<file path="src/rtl/reset_sequencer.sv">
// reset_sequencer: power-on / system reset generator.
// Holds N_CH active-low reset domains in reset, waits for the POR delay and a
// filtered PLL lock, then releases the domains in ascending order with an
// optional per-domain ready handshake. A debounced button press or a loss of
// PLL lock re-asserts every domain and records the cause.
module reset_sequencer #(
   parameter int              N_CH            = 3,
   parameter int              POR_CYCLES      = 100,
   parameter int              LOCK_FILTER     = 8,
   parameter int              STAGE_GAP       = 16,
   parameter int              DEBOUNCE_CYCLES = 1000,
   parameter logic [N_CH-1:0] USE_ACK         = {N_CH{1'b0}},
   parameter int              ACK_TIMEOUT     = 65535,
   parameter int              CNT_W           = 32
) (
   input  logic            clk,
   input  logic            rst,
   input  logic            pll_locked,
   input  logic            btn_rst,
   input  logic [N_CH-1:0] ch_ack,
   output logic [N_CH-1:0] rst_n_out,
   output logic            all_released,
   output logic            timeout_err,
   output logic [1:0]      reset_cause
);

   localparam int IDX_W = (N_CH > 1) ? $clog2(N_CH) : 1;

   localparam logic [CNT_W-1:0] CNT_ZERO  = {CNT_W{1'b0}};
   localparam logic [CNT_W-1:0] CNT_MAX   = {CNT_W{1'b1}};
   localparam logic [CNT_W-1:0] POR_LAST  = CNT_W'(POR_CYCLES - 1);
   localparam logic [CNT_W-1:0] LOCK_LAST = CNT_W'(LOCK_FILTER - 1);
   localparam logic [CNT_W-1:0] GAP_LAST  = CNT_W'(STAGE_GAP - 1);
   localparam logic [CNT_W-1:0] GAP_END   = CNT_W'(STAGE_GAP);
   localparam logic [CNT_W-1:0] DEB_LAST  = CNT_W'(DEBOUNCE_CYCLES - 1);
   localparam logic [CNT_W-1:0] ACK_LAST  = CNT_W'(ACK_TIMEOUT - 1);

   localparam logic [1:0] CAUSE_POR = 2'd0;
   localparam logic [1:0] CAUSE_BTN = 2'd1;
   localparam logic [1:0] CAUSE_PLL = 2'd2;

   typedef enum logic [2:0] {
      S_POR       = 3'd0,
      S_WAIT_LOCK = 3'd1,
      S_REL       = 3'd2,
      S_RUN       = 3'd3,
      S_HOLD      = 3'd4
   } state_t;

   // Saturating increment: counters never wrap back to zero.
   function automatic logic [CNT_W-1:0] sat_inc(input logic [CNT_W-1:0] v);
      logic [CNT_W-1:0] r;
      if (v == CNT_MAX) begin
         r = v;
      end else begin
         r = v + CNT_W'(1);
      end
      return r;
   endfunction

   // Synchroniser and debouncer state
   logic             lock_meta_r, lock_sync_r, lock_prev_r;
   logic             btn_meta_r, btn_sync_r, btn_db_r, btn_db_prev_r;
   logic [CNT_W-1:0] deb_cnt_r;
   logic             btn_rise_s, lock_fall_s;

   // Sequencer state
   state_t           state_r, state_nxt_s;
   logic [CNT_W-1:0] cnt_r, cnt_nxt_s;
   logic [CNT_W-1:0] lock_cnt_r, lock_cnt_nxt_s;
   logic [CNT_W-1:0] ack_cnt_r, ack_cnt_nxt_s;
   logic [IDX_W-1:0] idx_r, idx_nxt_s;
   logic [N_CH-1:0]  rst_n_r, rst_n_nxt_s;
   logic             all_rel_r, all_rel_nxt_s;
   logic             tmo_r, tmo_nxt_s;
   logic [1:0]       cause_r, cause_nxt_s;

   // Per-channel selection helpers
   logic             ack_need_s, ack_in_s, ack_ok_s, last_s;
   logic [N_CH-1:0]  rel_mask_s;

   // Two-flop synchronisers for the asynchronous lock and button inputs
   always_ff @(posedge clk) begin
      if (rst) begin
         lock_meta_r <= 1'b0;
         lock_sync_r <= 1'b0;
         lock_prev_r <= 1'b0;
         btn_meta_r  <= 1'b0;
         btn_sync_r  <= 1'b0;
      end else begin
         lock_meta_r <= pll_locked;
         lock_sync_r <= lock_meta_r;
         lock_prev_r <= lock_sync_r;
         btn_meta_r  <= btn_rst;
         btn_sync_r  <= btn_meta_r;
      end
   end

   // Debouncer: adopt the synced level after it has differed for the full window
   always_ff @(posedge clk) begin
      if (rst) begin
         btn_db_r      <= 1'b0;
         btn_db_prev_r <= 1'b0;
         deb_cnt_r     <= CNT_ZERO;
      end else begin
         btn_db_prev_r <= btn_db_r;
         if (btn_sync_r != btn_db_r) begin
            if (deb_cnt_r == DEB_LAST) begin
               btn_db_r  <= btn_sync_r;
               deb_cnt_r <= CNT_ZERO;
            end else begin
               deb_cnt_r <= sat_inc(deb_cnt_r);
            end
         end else begin
            deb_cnt_r <= CNT_ZERO;
         end
      end
   end

   assign btn_rise_s  = btn_db_r & ~btn_db_prev_r;
   assign lock_fall_s = lock_prev_r & ~lock_sync_r;

   // Select the ack controls of the current channel and the mask of the next one
   always_comb begin
      ack_need_s = 1'b0;
      ack_in_s   = 1'b0;
      rel_mask_s = {N_CH{1'b0}};
      for (int k = 0; k < N_CH; k++) begin
         ack_need_s    = ack_need_s | (USE_ACK[k] & (k == int'(idx_r)));
         ack_in_s      = ack_in_s | (ch_ack[k] & (k == int'(idx_r)));
         rel_mask_s[k] = (k == int'(idx_r) + 1);
      end
      ack_ok_s = ~ack_need_s | ack_in_s;
      last_s   = (int'(idx_r) == N_CH - 2);
   end

   // Next-state and next-output logic of the release sequencer
   always_comb begin
      state_nxt_s    = state_r;
      cnt_nxt_s      = cnt_r;
      lock_cnt_nxt_s = lock_cnt_r;
      ack_cnt_nxt_s  = ack_cnt_r;
      idx_nxt_s      = idx_r;
      rst_n_nxt_s    = rst_n_r;
      all_rel_nxt_s  = all_rel_r;
      tmo_nxt_s      = tmo_r;
      cause_nxt_s    = cause_r;
      case (state_r)
         S_POR: begin
            // Button events are ignored here; only the debouncer tracks the level.
            if (cnt_r == POR_LAST) begin
               state_nxt_s    = S_WAIT_LOCK;
               cnt_nxt_s      = CNT_ZERO;
               lock_cnt_nxt_s = CNT_ZERO;
            end else begin
               cnt_nxt_s = sat_inc(cnt_r);
            end
         end
         S_WAIT_LOCK: begin
            if (btn_rise_s) begin
               state_nxt_s   = S_HOLD;
               rst_n_nxt_s   = {N_CH{1'b0}};
               all_rel_nxt_s = 1'b0;
               cnt_nxt_s     = CNT_ZERO;
               cause_nxt_s   = CAUSE_BTN;
            end else if (!lock_sync_r) begin
               lock_cnt_nxt_s = CNT_ZERO;
            end else if (lock_cnt_r == LOCK_LAST) begin
               rst_n_nxt_s[0] = 1'b1;
               cnt_nxt_s      = CNT_ZERO;
               ack_cnt_nxt_s  = CNT_ZERO;
               idx_nxt_s      = {IDX_W{1'b0}};
               if (N_CH == 1) begin
                  all_rel_nxt_s = 1'b1;
                  state_nxt_s   = S_RUN;
               end else begin
                  state_nxt_s = S_REL;
               end
            end else begin
               lock_cnt_nxt_s = sat_inc(lock_cnt_r);
            end
         end
         S_REL: begin
            // cnt_r below GAP_LAST: gap running; equal: gap ends this edge;
            // above: gap over, waiting for the ack with ack_cnt_r as timer.
            if (btn_rise_s || lock_fall_s) begin
               state_nxt_s   = S_HOLD;
               rst_n_nxt_s   = {N_CH{1'b0}};
               all_rel_nxt_s = 1'b0;
               cnt_nxt_s     = CNT_ZERO;
               cause_nxt_s   = btn_rise_s ? CAUSE_BTN : CAUSE_PLL;
            end else if (cnt_r < GAP_LAST) begin
               cnt_nxt_s = sat_inc(cnt_r);
            end else if (ack_ok_s || ((cnt_r != GAP_LAST) && (ack_cnt_r == ACK_LAST))) begin
               rst_n_nxt_s   = rst_n_r | rel_mask_s;
               tmo_nxt_s     = tmo_r | ~ack_ok_s;
               cnt_nxt_s     = CNT_ZERO;
               ack_cnt_nxt_s = CNT_ZERO;
               if (last_s) begin
                  all_rel_nxt_s = 1'b1;
                  state_nxt_s   = S_RUN;
               end else begin
                  idx_nxt_s = idx_r + IDX_W'(1);
               end
            end else begin
               cnt_nxt_s = GAP_END;
               if (cnt_r != GAP_LAST) begin
                  ack_cnt_nxt_s = sat_inc(ack_cnt_r);
               end else begin
                  ack_cnt_nxt_s = CNT_ZERO;
               end
            end
         end
         S_RUN: begin
            if (btn_rise_s || lock_fall_s) begin
               state_nxt_s   = S_HOLD;
               rst_n_nxt_s   = {N_CH{1'b0}};
               all_rel_nxt_s = 1'b0;
               cnt_nxt_s     = CNT_ZERO;
               cause_nxt_s   = btn_rise_s ? CAUSE_BTN : CAUSE_PLL;
            end else begin
               state_nxt_s = S_RUN;
            end
         end
         S_HOLD: begin
            // The hold count only advances once the button has been let go.
            if (btn_rise_s) begin
               cnt_nxt_s   = CNT_ZERO;
               cause_nxt_s = CAUSE_BTN;
            end else if (btn_db_r) begin
               cnt_nxt_s = cnt_r;
            end else if (cnt_r == POR_LAST) begin
               state_nxt_s    = S_WAIT_LOCK;
               cnt_nxt_s      = CNT_ZERO;
               lock_cnt_nxt_s = CNT_ZERO;
            end else begin
               cnt_nxt_s = sat_inc(cnt_r);
            end
         end
         default: begin
            state_nxt_s   = S_POR;
            cnt_nxt_s     = CNT_ZERO;
            rst_n_nxt_s   = {N_CH{1'b0}};
            all_rel_nxt_s = 1'b0;
         end
      endcase
   end

   // Sequencer state and registered outputs
   always_ff @(posedge clk) begin
      if (rst) begin
         state_r    <= S_POR;
         cnt_r      <= CNT_ZERO;
         lock_cnt_r <= CNT_ZERO;
         ack_cnt_r  <= CNT_ZERO;
         idx_r      <= {IDX_W{1'b0}};
         rst_n_r    <= {N_CH{1'b0}};
         all_rel_r  <= 1'b0;
         tmo_r      <= 1'b0;
         cause_r    <= CAUSE_POR;
      end else begin
         state_r    <= state_nxt_s;
         cnt_r      <= cnt_nxt_s;
         lock_cnt_r <= lock_cnt_nxt_s;
         ack_cnt_r  <= ack_cnt_nxt_s;
         idx_r      <= idx_nxt_s;
         rst_n_r    <= rst_n_nxt_s;
         all_rel_r  <= all_rel_nxt_s;
         tmo_r      <= tmo_nxt_s;
         cause_r    <= cause_nxt_s;
      end
   end

   assign rst_n_out    = rst_n_r;
   assign all_released = all_rel_r;
   assign timeout_err  = tmo_r;
   assign reset_cause  = cause_r;

endmodule
</file>
<file path="config.mk">
export PLATFORM = sky130hd
export DESIGN_NAME = reset_sequencer
export DESIGN_NICKNAME = d
export VERILOG_FILES = /design/src/rtl/reset_sequencer.sv
export SDC_FILE = /design/constraint.sdc
export NUM_CORES = 1
export LEC_CHECK = 0
export ABC_AREA = 1
export CORE_ASPECT_RATIO = 1.5
export CORE_UTILIZATION = 50
export DETAILED_ROUTE_END_ITERATION = 12
export PLACE_DENSITY = 0.66
export RECOVER_POWER = 25
export SLEW_MARGIN = 5
export SYNTH_ARGS = -nofsm -noshare
export SYNTH_HDL_FRONTEND = slang
export SYNTH_SLANG_ARGS = --single-unit
export TNS_END_PERCENT = 100
</file>
<file path="constraint.sdc">
create_clock -name clk -period 2.65 [get_ports clk]
set_input_delay 0.53 -clock clk [delete_from_list [all_inputs] [get_ports clk]]
set_output_delay 0.53 -clock clk [all_outputs]
set_load 0.02 [all_outputs]
</file>
==> metrics.cfg, run 1 <==
[status]
run_status = completed

[route]
dr.first_iter.drc_count = 345
drt_pre_antenna_iters = 5
remaining_design_rule_violation_count = 0
antenna_violating_nets_post_route = 0
finalWirelength_um = 19800
route.detailed.wl_per_inst_um = 13.0
drt-vias-per-instance = 5.10
dr_total_vias = 7804

[die]
die_y_um = 154
die_w_um = 103
die_area_um2 = 15900
floorplan.rows = 55
io-pin-count = 14
fp.coreArea_um2 = 15100
floorplan.initialDensity_pct = 51.0

[sta]
report.final.hold_viol_count = 0
final.period_utilization_pct = 87.1
setup_total_negative_slack_ns = 0
max_freq_mhz = 433
final-setup-viol-count = 0
period_minus_slack_ns = 2.31
timing.final.max_slew_violations = 0
grt_setup_unrepaired = no
timing.clock.skew_ns = 0.00988
slew-limit-headroom_pct = 22.5
timing_worst_slew_pin_value_ns = 1.16

[global_routing]
global_route.usage.total_pct = 26.9
grt_first_pass_wirelength_um = 33600
grt_overflow = 0
grt_start_max_net_pins = 24
grt_antenna_before_repair = 0
first_global_vias = 7349

[synthesis]
largest_family_of_logic_cells_by_synthesized_area = simple AND/OR/NAND/NOR gates
synth.avg_cell_area_um2 = 5.87
syn_inst = 1309
synth.mux.area_fraction_pct = 0
synthesized_area_fraction_occupied_by_ao_oa_aoi_and_oai_cells_pct = 5.59
post_synth_xor_area_fraction_pct = 1.82
share_of_the_yosys_chip_area_belonging_to_registers_pct = 29.7
synth_top_area_share_pct = 29.7
synthesis.area_um2 = 7680
synth_most_common_cell = sky130_fd_sc_hd__nand2_1
synth_largest_area_cell = sky130_fd_sc_hd__dfxtp_1
yosys.area_share.adder_pct = 0.815
synth_async_sr_flop_share_pct = 0
synth-edff-count = 0
yosys.area_share.simple_pct = 49.6
net_count_after_synthesis = 1321
synth_seq_cells = 114
yosysUniqueCellTypes = 39
ys_top_cells_by_area = sky130_fd_sc_hd__dfxtp_1 30%, sky130_fd_sc_hd__nand2_1 17%, sky130_fd_sc_hd__nor2_1 12%
yosys_warnings = 0
postSynth.topFlopCell = sky130_fd_sc_hd__dfxtp_1
synth.cells.most_frequent = 346 x sky130_fd_sc_hd__nand2_1, 251 x sky130_fd_sc_hd__nor2_1, 196 x sky130_fd_sc_hd__inv_1

[cts]
tritoncts = built
clk_transition_reported_paths_ns = 0.05
cts_made_buffers = 17
numClockSinks = 114
post_cts.resized_instances = 0
clock_tree.htree_level_count = 4
cts_root_buf = sky130_fd_sc_hd__clkbuf_16
clock_latency_at_the_later_pin_of_the_worst_skew_pair_ns = 0.42
post_cts_buffers = 0
cts.path.max_buffers = 2
ctsHoldBuffers = 0

[power]
cellLeakagePower_nw = 3.74
p_per_area_nw_per_um2 = 527
netSwitchingPower_w = 0.000878
power.share.combinational_pct = 1.7
power.ir.vdd_worst_v = 0.000342
p_sw_share_pct = 19.3
clock_power_share_pct = 60.3
total_power_w = 0.00455
cellInternalPower_w = 0.00367
share_seq_of_total_power_pct = 38.0

[finish]
insertedDiodeCount = 0
layout-drive-gt1-share_pct = 6.91
nets = 1331
synthToLayoutAreaGrowth_pct = 12.4

[flow_run]
max_cap_viol_count = 0

[setup_path]
worstPathArrival_ns = 2.61
setup.worst_path.end_class = flop
worstSetupStartpointType = primary input
crit_required_ns = 2.95
crit_path_max_incr_delay_ns = 0.89
timing_worst_setup_path_type = primary input to flop
crit_path_cell_trace = dlygate4sd3_1 > clkbuf_1 > nor2_8 > inv_4 > nor2_1
worst_setup_path_endpoint = cnt_r[1]$_SDFFE_PP0P_
timing.rr.start = lock_cnt_r[0]$_SDFFE_PP0P_
crit_start = rst
reg2regPathDepth = 12
worstPathMaxFanout = 22
cpMaxStageDelayCell = sky130_fd_sc_hd__clkbuf_1
worst-r2r-setup-slack_ns = 0.37
r2r_end = lock_cnt_r[1]$_SDFFE_PP0P_

[place]
placement.io_buffers = 9
dp_hpwl_um = 14600
gpl.final_weighted_congestion = 0.964

[min_path]
min-delay-path-class = flop to flop

## area by class of cell
| type | count | area, um2 |
|---|---|---|
| well taps | 199 | 249 |
| flip-flops and latches | 114 | 2280 |
| clock buffers | 21 | 470 |
| repair buffers | 24 | 195 |
| clock inverters | 10 | 228 |
| inverters | 204 | 768 |
| fillers | 1556 | 6430 |
| multi-input cells | 958 | 4440 |
## cell usage in the layout (no fill, tap or decap), types with 3 or more instances in the layout
master / count
sky130_fd_sc_hd__nand2_1: 346
sky130_fd_sc_hd__nor2_1: 252
sky130_fd_sc_hd__inv_1: 196
sky130_fd_sc_hd__nand3_1: 141
sky130_fd_sc_hd__dfxtp_1: 114
sky130_fd_sc_hd__nand4_1: 37
sky130_fd_sc_hd__a21oi_1: 32
sky130_fd_sc_hd__nor3_1: 26
sky130_fd_sc_hd__o21ai_0: 21
sky130_fd_sc_hd__clkbuf_16: 17
sky130_fd_sc_hd__o21bai_1: 15
sky130_fd_sc_hd__buf_4: 13
sky130_fd_sc_hd__nor2_2: 12
sky130_fd_sc_hd__nand3b_1: 11
sky130_fd_sc_hd__nor2_4: 10
sky130_fd_sc_hd__xor2_1: 10
sky130_fd_sc_hd__nand2_2: 8
sky130_fd_sc_hd__inv_2: 7
sky130_fd_sc_hd__bufinv_16: 7
sky130_fd_sc_hd__dlygate4sd3_1: 7
sky130_fd_sc_hd__nor4_1: 6
sky130_fd_sc_hd__xnor2_1: 6
sky130_fd_sc_hd__ha_1: 5
sky130_fd_sc_hd__or2_2: 3
sky130_fd_sc_hd__clkbuf_8: 3
sky130_fd_sc_hd__clkbuf_1: 3
## cells by family (layout without fill, tap and decap cells)
kind of cell	count (synthesis)	in the layout
other	1	1
adder cells (fa/ha/maj)	5	5
flip-flops	114	114
buffers and inverters	237	259
AND/OR/NAND/NOR	862	862
XOR/XNOR	16	16
AO/OA/AOI/OAI	74	74
## critical path, delay by kind of cell
family	cells	cell delay, ns
buffers and inverters	3	1.78
and+or+nand+nor	2	0.28
## sequential cells by signal, summed over array words and instances (netlist names), 2 cells and up
signal / flops
deb_cnt_r: 32
cnt_r: 32
idx_r: 2
reset_cause: 2
lock_cnt_r: 32
rst_n_out: 3
state_r: 3
## layer usage
| metal | routed length [um] | GRT usage [%] | part of all wire, % |
|---|---|---|---|
| met5 | 0 | 0 | 0 |
| met4 | 653 | 13.3 | 3.3 |
| met3 | 606 | 5.86 | 3.1 |
| met2 | 10300 | 48.5 | 52 |
| met1 | 8240 | 28.9 | 42 |
## worst min-delay path by stage
stage | start | endpoint | slack [ns] | cells past startpoint
after global routing | btn_meta_r$_SDFF_PP0_ | btn_sync_r$_SDFF_PP0_ | 0.43 | 2
after floorplan | btn_meta_r$_SDFF_PP0_ | btn_sync_r$_SDFF_PP0_ | 0.39 | 2
after detailed placement | btn_meta_r$_SDFF_PP0_ | btn_sync_r$_SDFF_PP0_ | 0.39 | 2
after CTS | btn_meta_r$_SDFF_PP0_ | btn_sync_r$_SDFF_PP0_ | 0.40 | 2
final | btn_meta_r$_SDFF_PP0_ | btn_sync_r$_SDFF_PP0_ | 0.40 | 2
after global placement | btn_meta_r$_SDFF_PP0_ | btn_sync_r$_SDFF_PP0_ | 0.40 | 2
## power by group through the flow
stage | Combinational [W] | Sequential (W) | Clock [W]
floorplan | 0.0000605 | 0.00176 | 0
global placement | 0.0000784 | 0.00176 | 0
detailed placement | 0.0000797 | 0.00177 | 0
CTS | 0.0000798 | 0.00173 | 0.00278
global route | 0.0000883 | 0.00173 | 0.00285
finish | 0.0000771 | 0.00173 | 0.00274
## stage by stage
stage | utilization, % | setup WS, ns | hold slack, ns | cell area, um2 | instances
final | 57.3 | 0.341 | 0.399 | 8640 | 1530
after global routing | 57.3 | 0.182 | 0.426 | 8640 | 1530
after CTS | 57.4 | 0.361 | 0.401 | 8650 | 1530
after detailed placement | 52.7 | 0.391 | 0.394 | 7950 | 1499
after global placement | 52.7 | 0.432 | 0.397 | 7950 | 1499
after floorplan | - | 0.890 | 0.388 | 7680 | 1309
Note: power is estimated with default switching activity, not from simulation.
==> inputs of run 2 (changes only) <==
--- a/config.mk
+++ b/config.mk
@@ -8,6 +8,7 @@
 export ABC_AREA = 1
 export CORE_ASPECT_RATIO = 1.5
 export CORE_UTILIZATION = 50
+export CTS_CLUSTER_SIZE = 20
 export DETAILED_ROUTE_END_ITERATION = 12
 export PLACE_DENSITY = 0.66
 export RECOVER_POWER = 25
==> results of run 2 <==
Final layout, timing and power as in run 1 (identical DEF).
==> inputs of run 3 (changes only) <==
--- a/config.mk
+++ b/config.mk
@@ -12,7 +12,6 @@
 export DETAILED_ROUTE_END_ITERATION = 12
 export PLACE_DENSITY = 0.66
 export RECOVER_POWER = 25
-export SLEW_MARGIN = 5
 export SYNTH_ARGS = -nofsm -noshare
 export SYNTH_HDL_FRONTEND = slang
 export SYNTH_SLANG_ARGS = --single-unit
==> results of run 3 <==
Final layout, timing and power as in run 1 (identical DEF).
